$ cat config.mk
export PLATFORM = sky130hd
export DESIGN_NAME = pr_arbiter_ctrl
export DESIGN_NICKNAME = d
export VERILOG_FILES = /design/src/rtl/pr_arbiter_ctrl.sv
export SDC_FILE = /design/constraint.sdc
export NUM_CORES = 1
export LEC_CHECK = 0
export CORE_ASPECT_RATIO = 0.5
export CORE_MARGIN = 5
export CORE_UTILIZATION = 50
export DETAILED_ROUTE_END_ITERATION = 12
export PLACE_DENSITY = 0.75
export SLEW_MARGIN = 20
export SYNTH_ARGS = -nofsm -noshare
export SYNTH_HDL_FRONTEND = slang
export SYNTH_SLANG_ARGS = --single-unit
export TNS_END_PERCENT = 5
$ cat constraint.sdc
create_clock -name clk -period 5.5 [get_ports clk]
set_input_delay 1.375 -clock clk [delete_from_list [all_inputs] [get_ports clk]]
set_output_delay 1.375 -clock clk [all_outputs]
set_load 0.02 [all_outputs]
$ cat src/rtl/pr_arbiter_ctrl.sv
// Single-resource arbiter for eight requesters with fixed-priority or round-robin selection.
// Each grant is followed by one GAP cycle; a hold limit force-releases a grant that never lets go.
module pr_arbiter_ctrl #(
    parameter int MAX_HOLD = 16
) (
    input  logic       clk,
    input  logic       rst_n,
    input  logic [7:0] req,
    input  logic       done,
    input  logic       rr_mode,
    output logic [7:0] gnt,
    output logic [2:0] gnt_id,
    output logic       gnt_valid,
    output logic       timeout
);

    typedef enum logic [1:0] {
        IDLE  = 2'd0,
        GRANT = 2'd1,
        GAP   = 2'd2
    } state_t;

    localparam logic [7:0] HOLD_LAST = 8'(MAX_HOLD - 1);

    state_t     state, state_nxt;
    logic [7:0] hold_cnt, hold_nxt;
    logic [2:0] last_id, last_nxt;
    logic [2:0] id_nxt;
    logic [7:0] gnt_nxt;
    logic       valid_nxt;
    logic       timeout_nxt;

    logic [2:0] search_start;
    logic [2:0] winner;
    logic [2:0] probe;
    logic       hit_limit;
    logic       owner_req;
    logic       release_now;

    // Fixed priority is a descending search from 7; round-robin starts just below the last winner.
    assign search_start = rr_mode ? (last_id - 3'd1) : 3'd7;

    always_comb begin
        winner = 3'd0;
        probe  = 3'd0;
        // Walk from the far end so the closest set bit to search_start is assigned last and wins.
        for (int k = 7; k >= 0; k--) begin
            probe = search_start - 3'(k);
            if (req[probe]) begin
                winner = probe;
            end
        end
    end

    assign hit_limit   = (hold_cnt == HOLD_LAST);
    assign owner_req   = req[gnt_id];
    assign release_now = done || !owner_req || hit_limit;

    always_comb begin
        // NOTE: every output of this block gets a default first, so no path leaves a value unassigned and no latch is inferred.
        state_nxt   = state;
        hold_nxt    = hold_cnt;
        last_nxt    = last_id;
        id_nxt      = 3'd0;
        gnt_nxt     = 8'd0;
        valid_nxt   = 1'b0;
        timeout_nxt = 1'b0;

        unique case (state)
            IDLE: begin
                hold_nxt = 8'd0;
                if (|req) begin
                    state_nxt = GRANT;
                    id_nxt    = winner;
                    gnt_nxt   = 8'd1 << winner;
                    valid_nxt = 1'b1;
                    last_nxt  = winner;
                end
            end

            GRANT: begin
                if (release_now) begin
                    state_nxt   = GAP;
                    hold_nxt    = 8'd0;
                    // A release that coincides with done or a dropped request is a normal release.
                    timeout_nxt = hit_limit && !done && owner_req;
                end else begin
                    hold_nxt  = hold_cnt + 8'd1;
                    id_nxt    = gnt_id;
                    gnt_nxt   = gnt;
                    valid_nxt = 1'b1;
                end
            end

            GAP: begin
                state_nxt = IDLE;
            end

            default: begin
                state_nxt = IDLE;
            end
        endcase
    end

    always_ff @(posedge clk or negedge rst_n) begin
        if (!rst_n) begin
            state     <= IDLE;
            hold_cnt  <= 8'd0;
            last_id   <= 3'd0;
            gnt       <= 8'd0;
            gnt_id    <= 3'd0;
            gnt_valid <= 1'b0;
            timeout   <= 1'b0;
        end else begin
            // NOTE: non-blocking assignments so every register samples the pre-edge values computed above.
            state     <= state_nxt;
            hold_cnt  <= hold_nxt;
            last_id   <= last_nxt;
            gnt       <= gnt_nxt;
            gnt_id    <= id_nxt;
            gnt_valid <= valid_nxt;
            timeout   <= timeout_nxt;
        end
    end

endmodule

==> results of run 1 <==
==> cell families after synthesis <==
| kind of cell | synth area share, % |
|---|---|
| simple gates | 23.7 |
| compound gates | 26.1 |
| flops | 28.4 |
| buf+inv | 4.65 |
| mux | 11.8 |
| xor+xnor | 3.23 |
| fa+ha+maj | 2.19 |
==> stage by stage <==
step                      total power, W  hold slack (ps)
after CTS                        0.00171              502
after floorplan                  0.00132              450
final                            0.00172              499
after detailed placement         0.00160              485
after global routing             0.00186              534
after global placement           0.00158              469
==> layer usage <==
metal	up-vias	GRT usage [%]	routed length (um)	share of wire, %
met5	-	0	0	0
met4	0	4.98	29	0.51
met3	6	1.56	275	4.8
met2	61	34.1	2750	48
met1	1025	27.1	2660	47
li1	1014	-	-	-
==> worst paths after layout <==
path	start	cells after the start	endpoint
setup / recovery	rr_mode	11	gnt[4]
setup reg to reg	last_id[0]	12	gnt[4]
hold / removal	hold_cnt[7]	1	hold_cnt[7]
max in group asynchronous	rst_n	1	hold_cnt[4]
min in group asynchronous	rst_n	1	hold_cnt[6]
hold reg to reg	hold_cnt[7]	1	hold_cnt[7]
==> power groups by stage <==
stage / registers (W) / clock network, W / logic, W
floorplan: 0.000317 / 0 / 0.00100
detailed placement: 0.000294 / 0 / 0.00131
global route: 0.000297 / 0.000114 / 0.00145
CTS: 0.000289 / 0.000106 / 0.00131
global placement: 0.000291 / 0 / 0.00129
finish: 0.000288 / 0.000100 / 0.00133
==> registers in the layout, summed over array words and instances, names as in the netlist <==
name and flops:
gnt 8, hold_cnt 8, gnt_id 3, last_id 3, state 2, gnt_valid 1
timeout 1
==> worst max-delay path, cell delays in order <==
cell,delay (ps)
clkdlybuf4s50_1,470
buf_4,240
and2_1,340
ha_1,410
mux2i_1,310
nand2_1,100
a211oi_1,420
nor2_1,120
o311ai_0,540
a32oi_2,180
a32o_1,300
==> layout by cell type (no fill, tap or decap), types with 5 or more instances in the layout <==
| cell | instances |
|---|---|
| a32o_1 | 8 |
| nand2_1 | 23 |
| a21oi_1 | 7 |
| and3_1 | 5 |
| o21ai_0 | 20 |
| mux2_2 | 5 |
| a211oi_1 | 7 |
| nor2_1 | 22 |
| inv_1 | 7 |
| clkdlybuf4s50_1 | 23 |
| mux2i_1 | 13 |
| and2_1 | 7 |
| dfrtp_1 | 26 |
| or2_2 | 5 |
==> cell type report <==
| type | instances | area (sq um) |
|---|---|---|
| Fill cell | 404 | 1820 |
| Multi-Input combinational cell | 209 | 1530 |
| Sequential cell | 26 | 651 |
| Timing Repair Buffer | 27 | 258 |
| Tap cell | 57 | 71.3 |
| Clock buffer | 3 | 41.3 |
| Inverter | 7 | 26.3 |
==> synth_stat cells, types with 4 or more instances <==
| cell | n | area [sq um] |
|---|---|---|
| ha_1 | 4 | 50.1 |
| and3_1 | 5 | 31.3 |
| and2_1 | 7 | 43.8 |
| a32o_1 | 8 | 80.1 |
| or2_2 | 5 | 31.3 |
| nor3_1 | 4 | 20.0 |
| clkbuf_1 | 9 | 33.8 |
| o21ai_0 | 20 | 100 |
| nor4_1 | 4 | 25.0 |
| nor2_1 | 22 | 82.6 |
| a211oi_1 | 7 | 52.6 |
| nand3_1 | 4 | 20.0 |
| mux2_2 | 5 | 56.3 |
| mux2i_1 | 13 | 130 |
| a21oi_1 | 7 | 35.0 |
| nor3b_1 | 4 | 30.0 |
| a21o_1 | 4 | 30.0 |
| inv_1 | 7 | 26.3 |
| dfrtp_1 | 26 | 651 |
| nand2_1 | 23 | 86.3 |
==> reports/qor.txt, run 1 <==
Avg Cell Area, Syn: 8.87 sq um
Setup crit end kind: register
count of cell types in the netlist: 68
final net count: 290
Post-CTS Hold Fix Bufs: 0
H-tree levels: 1
status: complete, no violations
Iter 0 DRT Violations: 107
TritonRoute pass-1 iters: 4
RePlAce Congestion: 0.952
Core Util, Final: 58.6%
ys async rst share: 100%
DIE AREA: 6110 sq um
Clock Skews: 7.45 ps
Power Internal: 0.000872 W
Hold/Removal Path Class: reg -> reg
Clock Root Buffer: clkbuf_8
Max FO, Critical Path: 25
boundary pin count: 25
Sum Neg Setup Slack: 0 ps
R2R setup slack: 1230 ps
CORE AREA: 4400 sq um
critical path arrival: 4810 ps
Initial Util: 52.0%
Tot GR Track Use: 19.7%
Placed Instances: 326
Layout area overhead: 12.7%
port bufs: 24
Tcrit/Tclk final: 84.7%
CTS Buf Count: 3
Fmax: 215 MHz
Synthesis Warnings: 0
CP startpoint kind: input port
clock slew at reported path FFs: 80 ps
Die W: 106 um
Data required, critical path: 5650 ps
first-pass GRT wire length: 9.90 mm
antenna violations before repair: 0
Post-Synthesis Cells: 258
post-route cell area: 2580 sq um
row count: 17
# setup viols final: 0
worst-margin pin slew: 859 ps
Tmin final: 4660 ps
slew margin rel.: 42.5%
number of synthesized flops with an enable pin: 0
synthesized area: 2290 sq um
pwr dens: 666 nW/um^2
Peak VDD IR: 0.240 mV
vias in the first global route: 2040
DP Wirelength: 4.37 mm
n_diodes: 0
critical path class: in -> reg
Placement Setup Slack: 623 ps
clock group share of total power: 5.9%
overflow left after global routing: 0
post-route ant nets: 0
CTS sink cnt: 26
Final Hold Vio Count: 0
Routed WL: 5.71 mm
Comb pwr share: 77.4%
CTS tree: built
layout cells sized above 1: 12.9%
Post-DP Area: 2540 sq um
Top FF cell, synth: dfrtp_1
Worst-Skew Late Latency: 260 ps
largest net degree at the start of global routing: 27
postcts setup bufs: 0
Vias/cell: 6.40
Sequential Power Share: 16.8%
Post-Syn Nets: 274
final std cells w/o fill: 329
Max Cap Violations: 0
Max Transition Viols Final: 0
RSZ-0062 raised after global routing: no
final setup margin: 843 ps
P_leak: 1.09 nW
Sw Ratio: 49.2%
Die H: 57.8 um
Routed WL per cell: 17.4 um
clk buf depth: 2
post-route DRC violation count: 0
number of synthesized register bits: 26
sequential area share after synthesis: 28.4%
net switching power: 0.000845 W
PostCTS Resize Cnt: 0
via count: 2106
Power figures use the tool's default switching activity.
==> run 2, diff against run 1 <==
PLACE_DENSITY = 0.78   (was 0.75)
clock period = 4 ns   (was 5.5 ns; I/O delays follow)
==> reports/qor.txt, run 2 (synthesis results as in run 1) <==
Placement Setup Slack: -222 ps (was 623 ps)
CP startpoint kind: input port (unchanged)
Max Cap Violations: 0 (unchanged)
Peak VDD IR: 0.388 mV (was 0.240 mV)
final-layout fill cell count: 358 (was 404)
via count: 2226 (was 2106)
n_diodes: 0 (unchanged)
RSZ-0062 raised after global routing: no (unchanged)
Layout area overhead: 22.9% (was 12.7%)
Data required, critical path: 4150 ps (was 5650 ps)
worst reg2reg endpoint: gnt[4] (unchanged)
Final Hold Vio Count: 0 (unchanged)
largest net degree at the start of global routing: 27 (unchanged)
Fmax: 260 MHz
status: complete, no violations (unchanged)
hold_sp: gnt[3] (was hold_cnt[7])
port bufs: 24 (unchanged)
first-pass GRT wire length: 10.2 mm (was 9.90 mm)
commonest non-fill, non-tap cell in the layout: buf_4 (was dfrtp_1)
H-tree levels: 1 (unchanged)
clock slew at reported path FFs: 80 ps (about the same)
Clock Skews: 1.77 ps (was 7.45 ps)
clk buf depth: 2 (unchanged)
post-route DRC violation count: 0 (unchanged)
worst r2r src: last_id[0] (unchanged)
RePlAce Congestion: 0.981 (was 0.952)
post-route ant nets: 0 (unchanged)
Multi-input gate area: 1560 sq um (was 1530 sq um)
P_leak: 1.22 nW (was 1.09 nW)
Max FO, Critical Path: 19 (was 25)
final setup margin: 159 ps (was 843 ps)
Iter 0 DRT Violations: 114 (was 107)
Tcrit/Tclk final: 96.0%
Setup crit end kind: register (unchanged)
Tot GR Track Use: 20.4% (was 19.7%)
Worst-Skew Late Latency: 260 ps (about the same)
DIE AREA: 6110 sq um (unchanged)
Clock Root Buffer: clkbuf_8 (unchanged)
TritonRoute pass-1 iters: 4 (unchanged)
pwr dens: 947 nW/um^2 (was 666 nW/um^2)
vias in the first global route: 2185 (was 2040)
Min-Delay Path Depth: 1 (unchanged)
Reg area: 651 sq um (unchanged)
Worst Hold End: gnt[3] (was hold_cnt[7])
Routed WL per cell: 17.1 um (was 17.4 um)
CORE AREA: 4400 sq um (unchanged)
Sum Neg Setup Slack: 0 ps (unchanged)
Max Transition Viols Final: 0 (unchanged)
boundary pin count: 25 (unchanged)
Initial Util: 52.0% (unchanged)
Hold/Removal Path Class: reg -> reg (unchanged)
Die W: 106 um (unchanged)
slew margin rel.: 42.4% (was 42.5%)
final net count: 315 (was 290)
antenna violations before repair: 0 (unchanged)
Die H: 57.8 um (unchanged)
# setup viols final: 0 (unchanged)
Tmin final: 3840 ps
CTS tree: built (unchanged)
critical path class: in -> reg (unchanged)
Core Util, Final: 63.9% (was 58.6%)
Top Registers: gnt (8), hold_cnt (8) (unchanged)
Routed WL: 6.08 mm (was 5.71 mm)
row count: 17 (unchanged)
Vias/cell: 6.27 (was 6.40)
CTS Buf Count: 3 (unchanged)
layout cells sized above 1: 22.1% (was 12.9%)
Final Power: 0.00266 W (was 0.00172 W)
most frequent cells in the layout: buf_4 (28), dfrtp_1 (26), nand2_1 (23), clkdlybuf4s50_1 (23), nor2_1 (22) (was dfrtp_1 (26), nand2_1 (23), clkdlybuf4s50_1 (23))
CTS sink cnt: 26 (unchanged)
worst-margin pin slew: 861 ps (was 859 ps)
DP Wirelength: 4.76 mm (was 4.37 mm)
critical path arrival: 3990 ps (was 4810 ps)
Post-CTS Hold Fix Bufs: 0 (unchanged)
worst r2r path cells: 14 (was 12)
R2R setup slack: 620 ps (was 1230 ps)
overflow left after global routing: 0 (unchanged)
run 2: changes by cell type in the layout (fill, tap and decap cells not counted), sizes merged:
cell / before / now
clkbuf: 3 / 4
buf: 4 / 29
run 2: metal layers:
| metal | vias to the layer above | track usage (%) | part of all wire [%] |
|---|---|---|---|
| met1 | 1084 | 27.3 | 46 |
| li1 | 1063 | - | - |
| met5 | - | 0 | 0 |
| met3 | 10 | 2.34 | 6.0 |
| met4 | 0 | 5.72 | 0.97 |
| met2 | 69 | 35.6 | 47 |
run 2: how the worst max path moves through the flow:
stage                          start  endpoint  slack (ps)  depth (start not counted)
after floorplan           last_id[0]    gnt[4]         140                         16
after global placement       rr_mode    gnt[1]        -120                         11
after detailed placement     rr_mode    gnt[0]        -220                         11
after CTS                    rr_mode    gnt[0]          30                         11
after global routing         rr_mode    gnt[7]          30                         11
final                        rr_mode    gnt[0]         160                         11
run 2: through the flow:
stage | instances | hold WS (ps) | area (sq um)
finish | 355 | 493 | 2810
global route | 355 | 519 | 2810
CTS | 355 | 499 | 2790
detailed placement | 351 | 480 | 2730
global placement | 351 | 468 | 2730
floorplan | 258 | 450 | 2290
run 2: critical path: stages:
cell,delay [ps]
clkdlybuf4s50_1,520
buf_4,230
or4bb_1,540
o211ai_2,100
nor2_2,60
mux2_4,290
buf_4,150
mux2_2,270
a211oi_2,360
o32ai_4,190
a32o_1,260
run 2: layout make-up:
type	instances	share of cell area, %
Timing Repair Buffer	52	15.8
Tap cell	57	2.54
Multi-Input combinational cell	209	55.6
Inverter	7	0.934
Clock buffer	4	1.96
Sequential cell	26	23.1
run 2: repair_timing:
action	CTS	global route
setup endpoints to repair	0	12
gates resized for setup	0	6
buffers inserted	0	0
run 2: where the power goes:
group / switching, W / internal, W / leakage, nW
sequential: 0.0000598 / 0.000338 / 0.344
clock: 0.0000719 / 0.0000876 / 0.0288
combinational: 0.00112 / 0.000981 / 0.846
total: 0.00126 / 0.00141 / 1.22
==> run 3, diff against run 2 <==
REMOVE_ABC_BUFFERS = 1   (was not set)
==> reports/qor.txt, run 3 (synthesis results as in run 1) <==
status: complete, no violations (unchanged)
Initial Util: 52.0% (unchanged)
post-route cell area: 2830 sq um (was 2810 sq um)
Power Internal: 0.00142 W (was 0.00141 W)
Final Hold Vio Count: 0 (unchanged)
port bufs: 24 (unchanged)
cell family contributing the most delay on the critical path: compound AO/OA/AOI/OAI gates (unchanged)
Fmax: 265 MHz (was 260 MHz)
CTS sink cnt: 26 (unchanged)
Tcrit/Tclk final: 94.5% (was 96.0%)
Hold/Removal Path Class: reg -> reg (unchanged)
commonest non-fill, non-tap cell in the layout: buf_4 (unchanged)
post-route ant nets: 0 (unchanged)
clock group share of total power: 6.1% (was 6.0%)
Die H: 57.8 um (unchanged)
Top Registers: gnt (8), hold_cnt (8) (unchanged)
crit-path cells: clkdlybuf4s50_1, and2_1, ha_1, buf_4, mux2_2, o311ai_0, or4b_4, a32oi_2, nor2_1, a21o_1 (was clkdlybuf4s50_1, buf_4, or4bb_1, o211ai_2, nor2_2, mux2_4, buf_4, mux2_2, a211oi_2, o32ai_4, a32o_1)
worst-margin pin slew: 548 ps (was 861 ps)
Max Cap Violations: 0 (unchanged)
final net count: 321 (was 315)
Clock Root Buffer: clkbuf_8 (unchanged)
RePlAce Congestion: 0.994 (was 0.981)
Routed WL per cell: 17.7 um (was 17.1 um)
vias in the first global route: 2172 (was 2185)
critical path class: in -> reg (unchanged)
Die W: 106 um (unchanged)
H-tree levels: 1 (unchanged)
critical path arrival: 3940 ps (was 3990 ps)
Max Transition Viols Final: 0 (unchanged)
boundary pin count: 25 (unchanged)
Multi-input gate area: 1530 sq um (was 1560 sq um)
pwr dens: 944 nW/um^2 (was 947 nW/um^2)
Peak VDD IR: 0.424 mV (was 0.388 mV)
Sw Ratio: 46.7% (was 47.2%)
DP Wirelength: 5.09 mm (was 4.76 mm)
Reg area: 651 sq um (unchanged)
# setup viols final: 0 (unchanged)
CTS tree: built (unchanged)
clk buf depth: 2 (unchanged)
Post-DP Area: 2780 sq um (was 2730 sq um)
most frequent cells in the layout: buf_4 (34), dfrtp_1 (26), nand2_1 (23), clkdlybuf4s50_1 (23), nor2_1 (22) (was buf_4 (28), dfrtp_1 (26), nand2_1 (23), clkdlybuf4s50_1 (23), nor2_1 (22))
Tot GR Track Use: 21.7% (was 20.4%)
final-layout fill cell count: 378 (was 358)
CTS Buf Count: 3 (unchanged)
TritonRoute pass-1 iters: 4 (unchanged)
Setup crit end kind: register (unchanged)
Slowest cell on crit path: or4b_4 (was or4bb_1)
Worst path max stage delay: 510 ps (was 540 ps)
Clock Skews: 5.17 ps (was 1.77 ps)
CORE AREA: 4400 sq um (unchanged)
Worst-Skew Late Latency: 270 ps (was 260 ps)
post-route DRC violation count: 0 (unchanged)
via count: 2247 (was 2226)
layout cells sized above 1: 22.0% (was 22.1%)
n_diodes: 0 (unchanged)
Data required, critical path: 4160 ps (was 4150 ps)
largest net degree at the start of global routing: 27 (unchanged)
Tmin final: 3780 ps (was 3840 ps)
first-pass GRT wire length: 10.8 mm (was 10.2 mm)
net switching power: 0.00124 W (was 0.00126 W)
buffer and inverter count on the worst path: 2 (was 3)
Final Power: 0.00267 W (was 0.00266 W)
slew margin rel.: 63.4% (was 42.4%)
DIE AREA: 6110 sq um (unchanged)
overflow left after global routing: 0 (unchanged)
Iter 0 DRT Violations: 137 (was 114)
Max FO, Critical Path: 5 (was 19)
Sequential Power Share: 14.9% (about the same)
P_leak: 1.25 nW (was 1.22 nW)
row count: 17 (unchanged)
clock slew at reported path FFs: 80 ps (about the same)
RSZ-0062 raised after global routing: no (unchanged)
Comb pwr share: 78.9% (was 79.1%)
Vias/cell: 6.22 (was 6.27)
Layout area overhead: 23.5% (was 22.9%)
Routed WL: 6.41 mm (was 6.08 mm)
CP startpoint kind: input port (unchanged)
antenna violations before repair: 0 (unchanged)
[run 3: layout make-up]
cell class                      count  share of cell area [%]
Timing Repair Buffer               58                    17.4
Inverter                            7                   0.930
Multi-Input combinational cell    209                    54.2
Sequential cell                    26                    23.0
Clock buffer                        4                    1.95
Tap cell                           57                    2.52
[run 3: path summary, 6_finish.rpt]
kind / from / endpoint / slack [ps] / depth (start not counted)
worst max-delay path: rr_mode / gnt_id[0] / 220 / 10
worst min-delay path: last_id[1] / last_id[1] / 490 / 2
worst max register to register: last_id[0] / gnt_id[0] / 550 / 11
worst min register to register: last_id[1] / last_id[1] / 490 / 2
max in group asynchronous: rst_n / hold_cnt[1] / 2920 / 1
min in group asynchronous: rst_n / hold_cnt[0] / 710 / 1
[run 3: worst register-to-register path, stage by stage (launching register included)]
cell      delay, ps
dfrtp_1         350
inv_1           100
ha_1            310
buf_4           220
xnor3_1         470
a211oi_1        350
a22oi_1         240
o311ai_0        170
or4b_4          510
a32oi_2         350
nor2_1          110
a21o_1          170
[run 3: metal layers]
metal | track usage (%) | up-vias | share of wire (%) | wire (um)
met5 | 0 | - | 0 | 0
met4 | 5.17 | 0 | 1.3 | 86
met3 | 1.56 | 12 | 7.1 | 453
met2 | 36.4 | 73 | 48 | 3090
met1 | 30.9 | 1090 | 43 | 2780
li1 | - | 1072 | - | -
[run 3: per-stage QoR]
step	setup TNS, ps	worst slack (ps)	cells	util (%)	hold WS, ps
floorplan	0	115	242	-	450
detailed placement	-362	-84.9	357	63.0	481
CTS	0	205	361	64.3	500
global route	0	41.9	361	64.2	519
finish	0	221	361	64.2	495
global placement	-14.7	-7.70	357	63.0	466
[run 3: power by group through the flow]
stage          sequential (W)  combinational [W]  clock [W]
2_1_floorplan        0.000461            0.00130          0
3_3_place_gp         0.000400            0.00203          0
3_5_place_dp         0.000404            0.00207          0
4_1_cts              0.000398            0.00208   0.000169
5_1_grt              0.000410            0.00228   0.000177
6_report             0.000398            0.00210   0.000164
[run 3: repair_timing]
| item | CTS | global route |
|---|---|---|
| resized for setup | 0 | 1 |
| hold buffers | 0 | 0 |
| setup endpoints to repair | 0 | 6 |
| setup buffers | 0 | 0 |
